--- src/rtl/vga_timing_pkg.sv ---
// Shared timing constants and types for the 640x480@60 Hz VGA raster generator.
// The DEF_* values are the defaults for the standard mode; vga_timing_gen takes
// them as parameter defaults so smaller rasters can be built from the same RTL.
package vga_timing_pkg;

    typedef logic [9:0] coord_t;

    localparam int DEF_H_VISIBLE = 640;
    localparam int DEF_H_FP      = 16;
    localparam int DEF_H_SYNC    = 96;
    localparam int DEF_H_BP      = 48;

    localparam int DEF_V_VISIBLE = 480;
    localparam int DEF_V_FP      = 10;
    localparam int DEF_V_SYNC    = 2;
    localparam int DEF_V_BP      = 33;

    localparam int DEF_H_TOTAL    = DEF_H_VISIBLE + DEF_H_FP + DEF_H_SYNC + DEF_H_BP;
    localparam int DEF_V_TOTAL    = DEF_V_VISIBLE + DEF_V_FP + DEF_V_SYNC + DEF_V_BP;
    localparam int DEF_HS_START   = DEF_H_VISIBLE + DEF_H_FP;
    localparam int DEF_HS_END     = DEF_HS_START + DEF_H_SYNC - 1;
    localparam int DEF_VS_START   = DEF_V_VISIBLE + DEF_V_FP;
    localparam int DEF_VS_END     = DEF_VS_START + DEF_V_SYNC - 1;

    // True when pos lies in the inclusive range [lo, hi].
    function automatic logic inWindow(coord_t pos, coord_t lo, coord_t hi);
        return (pos >= lo) && (pos <= hi);
    endfunction

endpackage

--- src/rtl/vga_axis_counter.sv ---
// Wrap counter for one raster axis. Counts 0..LAST while en_i is high and
// wraps back to 0; parks at LAST during reset so the first enabled edge after
// release lands on 0. next_o exposes the value the counter takes on the next
// edge so the parent can register decodes aligned with the count.
module vga_axis_counter
    import vga_timing_pkg::*;
#(
    parameter coord_t LAST = coord_t'(DEF_H_TOTAL - 1)
) (
    input  logic       clk_i,
    input  logic       rst_ni,
    input  logic       en_i,
    output logic [9:0] count_o,
    output logic [9:0] next_o,
    output logic       wrap_o
);

    coord_t count_q;
    coord_t count_d;

    // Next count: hold when disabled, otherwise step and wrap at LAST.
    always_comb begin
        count_d = count_q;
        if (en_i) begin
            count_d = (count_q == LAST) ? '0 : count_q + coord_t'(1);
        end
    end

    // Count register, parked at the last position while in reset.
    always_ff @(posedge clk_i or negedge rst_ni) begin
        if (!rst_ni) begin
            count_q <= LAST;
        end else begin
            count_q <= count_d;
        end
    end

    assign count_o = count_q;
    assign next_o  = count_d;
    assign wrap_o  = en_i && (count_q == LAST);

endmodule

--- src/rtl/vga_timing_gen.sv ---
// Free-running VGA raster timing generator (640x480@60 Hz by default).
// Every output is registered from the counters' next-state, so all outputs
// describe the pixel currently shown on DrawX/DrawY.
// Optional macro VGA_SYNC_DELAY_EN: delays hs/vs by one extra register stage
// to line up with a one-cycle colour pipeline downstream.
module vga_timing_gen
    import vga_timing_pkg::*;
#(
    parameter int H_VISIBLE = DEF_H_VISIBLE,
    parameter int H_FP      = DEF_H_FP,
    parameter int H_SYNC    = DEF_H_SYNC,
    parameter int H_BP      = DEF_H_BP,
    parameter int V_VISIBLE = DEF_V_VISIBLE,
    parameter int V_FP      = DEF_V_FP,
    parameter int V_SYNC    = DEF_V_SYNC,
    parameter int V_BP      = DEF_V_BP
) (
    input  logic       vga_clk,
    input  logic       reset_n,
    output logic [9:0] DrawX,
    output logic [9:0] DrawY,
    output logic       blank,
    output logic       hs,
    output logic       vs,
    output logic       line_start,
    output logic       frame_start,
    output logic [7:0] frame_cnt
);

    localparam int H_TOTAL = H_VISIBLE + H_FP + H_SYNC + H_BP;
    localparam int V_TOTAL = V_VISIBLE + V_FP + V_SYNC + V_BP;

    localparam coord_t H_LAST     = coord_t'(H_TOTAL - 1);
    localparam coord_t V_LAST     = coord_t'(V_TOTAL - 1);
    localparam coord_t H_VIS_C    = coord_t'(H_VISIBLE);
    localparam coord_t V_VIS_C    = coord_t'(V_VISIBLE);
    localparam coord_t HS_START_C = coord_t'(H_VISIBLE + H_FP);
    localparam coord_t HS_END_C   = coord_t'(H_VISIBLE + H_FP + H_SYNC - 1);
    localparam coord_t VS_START_C = coord_t'(V_VISIBLE + V_FP);
    localparam coord_t VS_END_C   = coord_t'(V_VISIBLE + V_FP + V_SYNC - 1);

    // Both totals must fit the 10-bit coordinate type.
    if (H_TOTAL > 1024 || V_TOTAL > 1024) begin : gBadTotals
        $fatal(1, "vga_timing_gen: H_TOTAL and V_TOTAL must be <= 1024");
    end

    coord_t hCount_q;
    coord_t hCount_d;
    coord_t vCount_q;
    coord_t vCount_d;
    logic   hWrap;
    logic   vWrap;

    logic       blank_q;
    logic       hs_q;
    logic       vs_q;
    logic       lineStart_q;
    logic       frameStart_q;
    logic [7:0] frameCnt_q;

    vga_axis_counter #(
        .LAST (H_LAST)
    ) uHCount (
        .clk_i   (vga_clk),
        .rst_ni  (reset_n),
        .en_i    (1'b1),
        .count_o (hCount_q),
        .next_o  (hCount_d),
        .wrap_o  (hWrap)
    );

    vga_axis_counter #(
        .LAST (V_LAST)
    ) uVCount (
        .clk_i   (vga_clk),
        .rst_ni  (reset_n),
        .en_i    (hWrap),
        .count_o (vCount_q),
        .next_o  (vCount_d),
        .wrap_o  (vWrap)
    );

    // Decode the upcoming position so the registered flags line up with the counters.
    always_ff @(posedge vga_clk or negedge reset_n) begin
        if (!reset_n) begin
            blank_q      <= 1'b0;
            hs_q         <= 1'b1;
            vs_q         <= 1'b1;
            lineStart_q  <= 1'b0;
            frameStart_q <= 1'b0;
            frameCnt_q   <= 8'd0;
        end else begin
            blank_q      <= (hCount_d < H_VIS_C) && (vCount_d < V_VIS_C);
            hs_q         <= !inWindow(hCount_d, HS_START_C, HS_END_C);
            vs_q         <= !inWindow(vCount_d, VS_START_C, VS_END_C);
            lineStart_q  <= hWrap;
            frameStart_q <= vWrap;
            if (vWrap) begin
                frameCnt_q <= frameCnt_q + 8'd1;
            end
        end
    end

`ifdef VGA_SYNC_DELAY_EN
    logic hsDly_q;
    logic vsDly_q;

    // Extra sync stage so hs/vs match the downstream colour latency.
    always_ff @(posedge vga_clk or negedge reset_n) begin
        if (!reset_n) begin
            hsDly_q <= 1'b1;
            vsDly_q <= 1'b1;
        end else begin
            hsDly_q <= hs_q;
            vsDly_q <= vs_q;
        end
    end

    assign hs = hsDly_q;
    assign vs = vsDly_q;
`else
    assign hs = hs_q;
    assign vs = vs_q;
`endif

    assign DrawX       = hCount_q;
    assign DrawY       = vCount_q;
    assign blank       = blank_q;
    assign line_start  = lineStart_q;
    assign frame_start = frameStart_q;
    assign frame_cnt   = frameCnt_q;

endmodule

--- config.mk ---
export PLATFORM = sky130hd
export DESIGN_NAME = vga_timing_gen
export DESIGN_NICKNAME = d
export VERILOG_FILES = /design/src/rtl/vga_timing_pkg.sv /design/src/rtl/vga_axis_counter.sv /design/src/rtl/vga_timing_gen.sv
export SDC_FILE = /design/constraint.sdc
export NUM_CORES = 1
export LEC_CHECK = 0
export CAP_MARGIN = 25
export CORE_ASPECT_RATIO = 0.9
export CORE_UTILIZATION = 56
export DETAILED_ROUTE_END_ITERATION = 10
export DONT_BUFFER_PORTS = 1
export PLACE_DENSITY = 0.76
export SYNTH_ARGS = -nofsm -noshare
export SYNTH_HDL_FRONTEND = slang
export SYNTH_SLANG_ARGS = --single-unit
--- constraint.sdc ---
create_clock -name vga_clk -period 2.1 [get_ports vga_clk]
set_clock_uncertainty 0.05 [all_clocks]
set_input_delay 0.42 -clock vga_clk [delete_from_list [all_inputs] [get_ports vga_clk]]
set_output_delay 0.42 -clock vga_clk [all_outputs]
set_load 0.02 [all_outputs]
Word level (Yosys, flattened, before mapping). Index checks and enable logic that the tools add are counted.

Flip-flop bits (word level): 33. Bits in latches: 0. Memory bits (writable): 0. ROM bits: 0. Word-level logic and storage cells: 28. Memories kept: 0.

Add/sub/neg operators: 3. Multiply operators: 0. Divide/modulo/power cells: 0. $lt $le $gt $ge: 6. Eq/ne operators: 2. Shift operators: 0. Multiplexer cells: 3. Bitwise gates (word level): 0. Reductions and logical operators: 6.

Operator list (count): two-way mux 10 bit (3); adder 10 x 1 -> 10 bit (second input constant) (2); equality test 10 bit (second input constant) (2); greater-or-equal comparator 10 bit (second input constant) (1); greater-or-equal comparator 10 x 9 -> 1 bit (second input constant) (1); <= comparator 10 bit (second input constant) (1); <= comparator 10 x 9 -> 1 bit (second input constant) (1); less-than comparator 10 bit (second input constant) (1); less-than comparator 10 x 9 -> 1 bit (second input constant) (1); adder 8 x 1 -> 8 bit (second input constant) (1); logical AND 1 bit (4); logical NOT 1 bit (2).

Depth between registers and ports, before layout. Gate-level depths: netlist (run 1).

Word-level depth: 6. Depth in mapped cells: 9. Depth with buffers taken out: 7.

By module. Synthesis (run 1) repeated with hierarchy kept, for this count alone.

Cell total of the unflattened synthesis: 142. Area, all modules: 1604.0 µm².

By module, submodules not included: vga_axis_counter (uVCount) (instances 1, cells each 53, area each 546.8 µm², seq. area each 254.0 µm²); vga_timing_gen (instances 1, cells each 43, area each 529.3 µm², seq. area each 327.8 µm²); vga_axis_counter (uHCount) (instances 1, cells each 46, area each 528.0 µm², seq. area each 259.0 µm²).

Worst setup path after synthesis (run 1). No wires, ideal clock.

Path type: reg2reg. From: register uHCount.count_q[0], in the netlist uHCount.count_o[0]. To: register vs_q, in the netlist vs. Data arrival time: 2237 ps. Data required time: 1956 ps. Path slack: -281 ps. Stages on the path, launching flop included: 8. Buffers on the path: 1. Clock period less this slack: 2381 ps. Path through: dfstp_2 ha_1 and4_1 nand3_1 buf_2 o31ai_1 a21oi_2 or4_1.

Cells in the longest elaborated chain, start to end: 5.

Ends and longest elaborated chain: start, declared (RTL line vga_axis_counter.sv:18) `coord_t count_q;`; start signal, assigned (RTL line vga_axis_counter.sv:34) `count_q <= count_d;`; equality test 10 bit * (RTL line vga_axis_counter.sv:40) `assign wrap_o = en_i && (count_q == LAST);`; two-way mux 10 bit * (RTL line vga_axis_counter.sv:24) `if (en_i) begin`; via uVCount.next_o[9] (RTL line vga_axis_counter.sv:14) `output logic [9:0] next_o,`; greater-or-equal comparator 10 x 9 -> 1 bit or <= comparator 10 x 9 -> 1 bit (tied branches) (RTL line vga_timing_pkg.sv:27) `return (pos >= lo) && (pos <= hi);`; logical AND 1 bit * (RTL line vga_timing_pkg.sv:27); logical NOT 1 bit * (RTL line vga_timing_gen.sv:95) `vs_q <= !inWindow(vCount_d, VS_START_C, VS_END_C);`; end signal, assigned (RTL line vga_timing_gen.sv:95); end, declared (RTL line vga_timing_gen.sv:56) `logic vs_q;`.

The timed path passes the listed nets; every way through them passes the cells marked *. A chain may end at the register's enable or synchronous reset.

Final worst setup path (run 1).
From: register uVCount.count_q[5], in the netlist uVCount.count_o[5]. To: register frameCnt_q[3], in the netlist frame_cnt[3].

Cells in the longest elaborated chain, start to end: 2.

Ends and longest elaborated chain: start, declared (RTL line vga_axis_counter.sv:18); start signal, assigned (RTL line vga_axis_counter.sv:34); equality test 10 bit (RTL line vga_axis_counter.sv:40); logical AND 1 bit (RTL line vga_axis_counter.sv:40); end signal, assigned (RTL line vga_timing_gen.sv:99) `frameCnt_q <= frameCnt_q + 8'd1;`; end, declared (RTL line vga_timing_gen.sv:59) `logic [7:0] frameCnt_q;`.

No other way between the ends.

==> impl_metrics.tcl, run 1 <==
set metrics [dict create \
    status "finished with violations" \
    violations "setup timing" \
    total_power_mw 1.009 \
    syn_nets 172 \
    vdd_ir_drop_max_v 0.0003248 \
    die_x_um 59.94 \
    fin_crit_ps 2227 \
    startpoint_type "flop" \
    syn2layout_area_growth_pct 32.40 \
    async_reset_ff_share_pct 100.0 \
    hold_class "primary input to async pin" \
    synth_top_cell_by_area "dfrtp_1" \
    multi_input_area_um2 897.1 \
    clk_pin_slew_worst_paths_ps 110 \
    ant_nets 0 \
    cts_tree "yes" \
    grt-ovfl-total 0 \
    finalSetupViolCount 9 \
    startpoint "uVCount.count_o[5]" \
    crit_path_end_kind "flop" \
    grt_pass1_vias 1408 \
    arrival_ps 2400 \
    fmax_mhz 449.0 \
    die_h_um 54.14 \
    fin_ws_ps -127.0 \
    grt_setup_unrepaired "true" \
    power.internal_mw 0.7675 \
    cp_num_buf_inv 1 \
    yosys-top-cells-count "21 x dfrtp_1, 16 x nand2_1, 14 x xnor2_1, 13 x nand3_1, 12 x dfstp_2" \
    synth_cell_types 37 \
    pwr-share-comb_pct 1.7 \
    clockBufferDepth 2 \
    r2r_start "uVCount.count_o[5]" \
    seq_area_um2 843.3 \
    period_share_pct 106.0 \
    p_leak_nw 1.011 \
    drv_slew 0 \
    htree_levels 2 \
    p_sw_mw 0.2416 \
    worstMarginPinSlew_ps 469.2 \
    drive_gt1_share_pct 41.90 \
    clock_sinks 33 \
    ios 35 \
    gp_congestion 0.9321 \
    clkLatencyLatePin_ps 350 \
    max_slew_margin_pct 68.72 \
    required_ps 2270 \
    via_count 1499 \
    cpMaxStageDelayCell "or4_4" \
    synth-warning-count 0 \
    grt_usage_pct 27.83 \
    synth_edf_count 0 \
    p_seq_share_pct 63.1 \
    worstPathCellList "or4_4 > or4_4 > nor2_4 > buf_6 > nand4_1 > xnor2_1" \
    synth_area_um2 1692 \
    ys_ff_latch 33 \
    cts_buffers 5 \
    synthCells 165 \
    antennaDiodeCount 0 \
    drc 0 \
    sw_frac_of_total_pct 23.94 \
    criticalPathCategory "flop to flop" \
    die_area_um2 3245 \
    vias_per_cell 5.996 \
    drt_iter0_drc 60 \
    fin_nets 216 \
    fill_cells 181 \
    antenna_found_initial 1 \
    start_util_pct 60.09 \
    yosys.cell_count.top_type "dfrtp_1" \
    io_buffers 0 \
    finalCoreUtilization_pct 79.56 \
    hold_violations 0 \
    synth.top_cell.area_share_pct 31.07 \
    ys.flop_type "dfrtp_1" \
    ys_seq_area_share_pct 49.70 \
    pwr-share-clk_pct 35.2 \
    cts_root_buf "clkbuf_4" \
    power_density_nw_per_um2 450.5 \
    crit_fanout 8 \
    critPathMaxStageDelay_ps 520 \
    dpl.hpwl_um 2870 \
    core_area_um2 2815 \
    row_count 18 \
    finalWirelength_um 4208 \
    grt_max_degree 34 \
    critPathTopFamily "simple AND/OR/NAND/NOR gates" \
    avgRoutedWirePerCell_um 16.83 \
    syn_avg_cell_area_um2 10.25 \
    drt-pass1-iter-count 4 \
    yosys-top-cells-area "dfrtp_1 31%, dfstp_2 19%, xnor2_1 7.2%" \
    grt_pass1_wl_um 6361 \
    maxCapViolCount 0 \
    cp_common_cell "or4_4" \
]
-- what timing repair did --
| action | 4_1_cts | 5_1_grt |
|---|---|---|
| pin swaps | 5 | 3 |
| buffers inserted | 2 | 2 |
| resized for setup | 14 | 8 |
| setup endpoints to repair | 10 | 14 |
| hold buffers | 2 | 0 |
| hold endpoints to repair | 33 | 0 |
| cloned | 0 | 0 |
-- worst reg2reg max path, delay by kind of cell (launching register included) --
kind / cells / cell delay (ps)
XOR/XNOR: 1 / 190
buffers and inverters: 1 / 170
flip-flops: 1 / 420
AND/OR/NAND/NOR: 4 / 1290
-- final timing paths --
kind | endpoint | slack, ps | cells past startpoint
min | frame_cnt[1] | 450 | 2
max in group asynchronous | uHCount.count_o[2] | 1300 | 2
max | frame_cnt[3] | -130 | 6
min reg2reg | uVCount.count_o[8] | 580 | 2
min in group vga_clk | uVCount.count_o[8] | 580 | 2
max reg2reg | frame_cnt[3] | -130 | 6
-- state kept, by name, summed over array words and instances (netlist names) --
register,cells
uHCount.count_o,10
uVCount.count_o,10
frame_cnt,8
blank,1
frame_start,1
hs,1
line_start,1
vs,1
-- per-stage QoR --
stage | hold WS (ps) | setup WS, ps | setup TNS [ps] | instance area (µm²) | cells
2_1_floorplan | 74.41 | -145.9 | -558.6 | 1730 | 165
3_3_place_gp | 75.06 | -82.43 | -160.7 | 2021 | 236
3_5_place_dp | 75.11 | -168.7 | -557.4 | 2021 | 236
4_1_cts | 474.6 | -118.5 | -320.4 | 2186 | 248
5_1_grt | 460.1 | -175.4 | -1133 | 2240 | 250
6_report | 453.4 | -127.0 | -586.9 | 2240 | 250
-- per-layer routing --
| metal | GRT usage (%) | vias to the layer above | part of all wire, % |
|---|---|---|---|
| met3 | 11.06 | 19 | 9.1 |
| li1 | - | 665 | - |
| met2 | 44.44 | 77 | 48 |
| met5 | 0 | - | 0.31 |
| met4 | 13.57 | 2 | 2.5 |
| met1 | 32.73 | 736 | 40 |
-- power by group through the flow --
stage,Clock [mW],Combinational [mW],Sequential [mW]
after floorplan,0,0.000000354,0.648
after global placement,0,0.000000521,0.648
after detailed placement,0,0.000000521,0.648
after CTS,0.357,0.0182,0.636
after global routing,0.379,0.0193,0.637
final,0.356,0.0170,0.636
-- logic make-up after synthesis --
group | Yosys count | share of synthesized area, %
and+or+nand+nor | 70 | 22.63
DFF | 33 | 49.70
xor gates and xnor gates | 20 | 10.36
AOI/OAI and AO/OA | 19 | 8.432
buffers and inverters | 16 | 3.847
adders and majority gates | 5 | 3.698
muxes | 2 | 1.331
-- cells in the final DEF (no fill, tap or decap), types with 3 or more instances in the layout --
master and instances:
nor3_2 3, clkbuf_4 5, nor2_1 11, xor2_1 6
dfrtp_1 19, inv_1 9, nand3_2 3, and3_1 3
ha_1 4, nor3_1 4, nand4_1 4, nand3_1 9
buf_4 36, xnor2_1 12, buf_6 5, nand2_1 14
a21oi_1 3, dfstp_2 12
-- cell type report --
type / instances / share of cell area (%)
clock inverter: 3 / 0.7821
tap: 40 / 2.235
inverter: 10 / 1.676
clock buffer: 5 / 1.676
timing repair buffer: 43 / 15.92
multi-input combinational: 116 / 40.06
sequential: 33 / 37.65
Note: power is estimated with default switching activity, not from simulation.
==> inputs of run 2 (changes only) <==
--- a/config.mk
+++ b/config.mk
@@ -7,10 +7,9 @@
 export LEC_CHECK = 0
 export CAP_MARGIN = 25
 export CORE_ASPECT_RATIO = 0.9
-export CORE_UTILIZATION = 56
+export CORE_UTILIZATION = 45
 export DETAILED_ROUTE_END_ITERATION = 10
-export DONT_BUFFER_PORTS = 1
-export PLACE_DENSITY = 0.76
+export PLACE_DENSITY = 0.74
 export SYNTH_ARGS = -nofsm -noshare
 export SYNTH_HDL_FRONTEND = slang
 export SYNTH_SLANG_ARGS = --single-unit
==> impl_metrics.tcl, run 2 (same netlist as run 1, synthesis figures left out) <==
set metrics [dict create \
    ios 35 \
    drc 0 \
    drt-pass1-iter-count 6 \
    via_count 1454 \
    place_ws_ps -147.5 \
    die_h_um 60.17 \
    layout_commonest_cell "clkdlybuf4s50_1" \
    antenna_found_initial 0 \
    whs_path_depth 1 \
    die_x_um 66.63 \
    maxCapViolCount 0 \
    clk_pin_slew_worst_paths_ps 70 \
    gp_congestion 0.9548 \
    hold_class "flop to flop" \
    p_leak_nw 1.070 \
    required_ps 2260 \
    ff2ff_path_depth 5 \
    power_density_nw_per_um2 459.4 \
    hold_violations 0 \
    finalSetupViolCount 5 \
    ant_nets 0 \
    period_share_pct 105.8 \
    startpoint_type "flop" \
    clkLatencyLatePin_ps 300 \
    worstMarginPinSlew_ps 425.2 \
    syn2layout_area_growth_pct 44.16 \
    finalWirelength_um 3894 \
    vias_per_cell 5.287 \
    arrival_ps 2380 \
    row_count 20 \
    crit_path_end_kind "flop" \
    dpl.hpwl_um 2845 \
    fin_nets 237 \
    io_buffers 34 \
    final_cell_mix "33 x clkdlybuf4s50_1, 30 x buf_4, 19 x dfrtp_1, 16 x nand2_1, 14 x xnor2_1" \
    die_area_um2 4009 \
    cts_buffers 5 \
    drt_iter0_drc 96 \
    core_area_um2 3478 \
    cts_tree "yes" \
    drv_slew 0 \
    grt_pass1_vias 1427 \
    status "finished with violations" \
    postCtsSetupRepairBufs 0 \
    avgRoutedWirePerCell_um 14.16 \
    start_util_pct 48.63 \
    htree_levels 2 \
    clock_sinks 33 \
    grt_setup_unrepaired "true" \
    grt_usage_pct 22.34 \
    finalCoreUtilization_pct 70.11 \
    antennaDiodeCount 0 \
    clockBufferDepth 2 \
    fin_ws_ps -122.5 \
    grt_max_degree 34 \
    vdd_ir_drop_max_v 0.0003879 \
    max_slew_margin_pct 71.65 \
    cts_root_buf "clkbuf_8" \
    crit_fanout 3 \
    fmax_mhz 449.9 \
    fill_cells 270 \
    fin_crit_ps 2223 \
    grt_pass1_wl_um 6389 \
    violations "setup timing" \
    drive_gt1_share_pct 29.00 \
    grt-ovfl-total 0 \
    criticalPathCategory "flop to flop" \
]
run 2: what timing repair did:
action | CTS | global route
pin swaps | 0 | 1
hold buffers | 0 | 0
endpoints found under the setup margin | 7 | 16
endpoints found under the hold margin | 0 | 0
resized for setup | 1 | 7
run 2: area by class of cell:
cell class / count / area [µm²] / area share [%]
clock inverters: 3 / 17.52 / 0.7183
repair buffers: 64 / 568.0 / 23.29
multi-input cells: 116 / 848.3 / 34.79
clock buffers: 5 / 68.82 / 2.822
well taps: 44 / 55.05 / 2.258
flip-flops and latches: 33 / 843.3 / 34.58
inverters: 10 / 37.54 / 1.539
run 2: layer usage:
metal	vias up	routed length [µm]	GRT usage [%]
met5	-	0	0
met4	0	65	13.98
met3	8	234	5.725
met2	40	1792	34.92
met1	701	1802	27.56
li1	705	-	-
run 2: worst max-delay path, stage by stage, from the launching register on:
cell,delay (ps)
dfrtp_2,400
or4_1,520
or4_4,470
nor2_4,130
a21oi_2,50
or4_1,520
run 2: worst paths after layout:
path | startpoint | end | slack, ps
setup / recovery | uVCount.count_o[5] | vs | -120
hold / removal | frame_cnt[7] | frame_cnt[7] | 430
setup reg to reg | uVCount.count_o[5] | vs | -120
hold reg to reg | frame_cnt[7] | frame_cnt[7] | 430
max in group asynchronous | reset_n | vs | 1190
min in group asynchronous | reset_n | uHCount.count_o[6] | 480
run 2: per-stage QoR:
stage	setup TNS, ps	hold slack, ps	instances	cell area, µm²	total power, mW
after floorplan	-558.6	74.41	165	1730	0.6479
after global placement	-134.5	409.9	267	2313	0.6629
after detailed placement	-329.0	435.1	267	2313	0.6634
after CTS	-315.3	444.8	275	2405	1.139
after global routing	-849.6	461.2	275	2439	1.155
final	-285.0	429.2	275	2439	1.120
run 2: where the power goes:
group	leakage [nW]	switching, mW	internal (mW)
clock	0.0439	0.240	0.228
sequential	0.405	0	0.637
combinational	0.622	0.0122	0.00284
==> inputs of run 3 (changes only) <==
--- a/config.mk
+++ b/config.mk
@@ -6,10 +6,13 @@
 export NUM_CORES = 1
 export LEC_CHECK = 0
 export CAP_MARGIN = 25
+export CELL_PAD_IN_SITES_DETAIL_PLACEMENT = 2
+export CELL_PAD_IN_SITES_GLOBAL_PLACEMENT = 2
 export CORE_ASPECT_RATIO = 0.9
-export CORE_UTILIZATION = 45
+export CORE_UTILIZATION = 28
 export DETAILED_ROUTE_END_ITERATION = 10
-export PLACE_DENSITY = 0.74
+export PLACE_DENSITY_LB_ADDON = 0.1
+export SKIP_LAST_GASP = 1
 export SYNTH_ARGS = -nofsm -noshare
 export SYNTH_HDL_FRONTEND = slang
 export SYNTH_SLANG_ARGS = --single-unit
==> impl_metrics.tcl, run 3 (same netlist as run 1, synthesis figures left out) <==
set metrics [dict create \
    status "finished with violations" \
    violations "DRC, setup timing" \
    final_cell_mix "39 x buf_4, 33 x clkdlybuf4s50_1, 19 x dfrtp_1, 14 x xnor2_1, 14 x nand2_1" \
    crit_path_end_kind "flop" \
    power_density_nw_per_um2 488.2 \
    clock_sinks 33 \
    arrival_ps 2440 \
    drc 5 \
    dp.cells 301 \
    drv_slew 0 \
    antennaDiodeCount 0 \
    drive_gt1_share_pct 35.10 \
    htree_levels 2 \
    cts_root_buf "clkbuf_8" \
    finalWirelength_um 5534 \
    vias_per_cell 4.886 \
    required_ps 2260 \
    antenna_found_initial 0 \
    clkLatencyLatePin_ps 290 \
    vdd_ir_drop_max_v 0.0002569 \
    avgRoutedWirePerCell_um 17.57 \
    row_count 26 \
    die_area_um2 6357 \
    p_leak_nw 1.156 \
    grt_usage_pct 18.51 \
    grt_pass1_vias 1709 \
    grt_pass1_wl_um 8845 \
    cts_tree "yes" \
    startpoint_type "flop" \
    period_share_pct 108.7 \
    hold_violations 0 \
    fmax_mhz 437.9 \
    layoutNonFillerInstCount 315 \
    postCtsHoldBufs 0 \
    fin_crit_ps 2284 \
    place_ws_ps -210.7 \
    max_slew_margin_pct 70.48 \
    syn2layout_area_growth_pct 56.95 \
    cts_buffers 5 \
    core_area_um2 5758 \
    drt-pass1-iter-count 7 \
    fin_nets 251 \
    drt_iter0_drc 64 \
    fin_ws_ps -183.6 \
    ios 35 \
    clockBufferDepth 2 \
    finalSetupViolCount 11 \
    worstMarginPinSlew_ps 442.7 \
    crit_fanout 3 \
    layout_commonest_cell "buf_4" \
    dpl.hpwl_um 3907 \
    ant_nets 0 \
    grt-ovfl-total 0 \
    clk_pin_slew_worst_paths_ps 80 \
    start_util_pct 29.38 \
    die_h_um 75.74 \
    maxCapViolCount 0 \
    setup_tns_ps -804.4 \
    grt_max_degree 34 \
    hold_class "flop to flop" \
    criticalPathCategory "flop to flop" \
    via_count 1539 \
    io_buffers 34 \
    gp_congestion 0.8141 \
    grt_setup_unrepaired "true" \
    die_x_um 83.93 \
]
[run 3: metal layers]
layer	vias up	global-route usage (%)	share of wire [%]
li1	738	-	-
met1	766	23.00	47
met2	28	32.70	49
met3	7	3.900	3.0
met4	0	6.322	1.1
met5	-	0	0
[run 3: final timing paths]
path	from	endpoint	slack, ps	cells past startpoint
setup / recovery	uVCount.count_o[5]	vs	-180	5
setup reg to reg	uVCount.count_o[5]	vs	-180	5
max in group asynchronous	reset_n	uHCount.count_o[2]	1150	2
min in group asynchronous	reset_n	uHCount.count_o[5]	490	2
hold / removal	frame_cnt[7]	frame_cnt[7]	430	1
hold reg to reg	frame_cnt[7]	frame_cnt[7]	430	1
[run 3: power by group]
part           switching, mW  internal, mW  total [mW]
sequential                 0         0.636       0.636
clock                  0.257         0.387       0.644
combinational         0.0127       0.00284      0.0156
total                  0.270          1.03        1.30
[run 3: repair_timing]
| item | 4_1_cts | 5_1_grt |
|---|---|---|
| buffers inserted | 2 | 4 |
| endpoints found under the setup margin | 14 | 14 |
| endpoints found under the hold margin | 0 | 0 |
| resized for setup | 8 | 15 |
| pin swaps | 3 | 7 |
[run 3: final cells by class]
type / instances / area [µm²]
Fill cell: 617 / 3103
Clock inverter: 1 / 30.03
Clock buffer: 7 / 86.33
Sequential cell: 33 / 843.3
Inverter: 10 / 37.54
Timing Repair Buffer: 78 / 691.9
Multi-Input combinational cell: 116 / 878.3
Tap cell: 70 / 87.58
[run 3: worst max-delay path, stage by stage, from the launching register on]
cell     delay (ps)
dfrtp_2         410
or4_4           530
or4_4           470
nor2_4          150
a21oi_2          60
or4_1           530
[run 3: through the flow]
step                      hold WS (ps)  total power, mW  util (%)  instance area, µm²
final                            427.6            1.296     46.11                2655
after global routing             446.0            1.333     46.11                2655
after CTS                        434.8            1.313     44.72                2575
after detailed placement         424.9           0.6648     41.79                2406
after global placement           414.0           0.6637     41.79                2406
after floorplan                  74.41           0.6479         -                1730
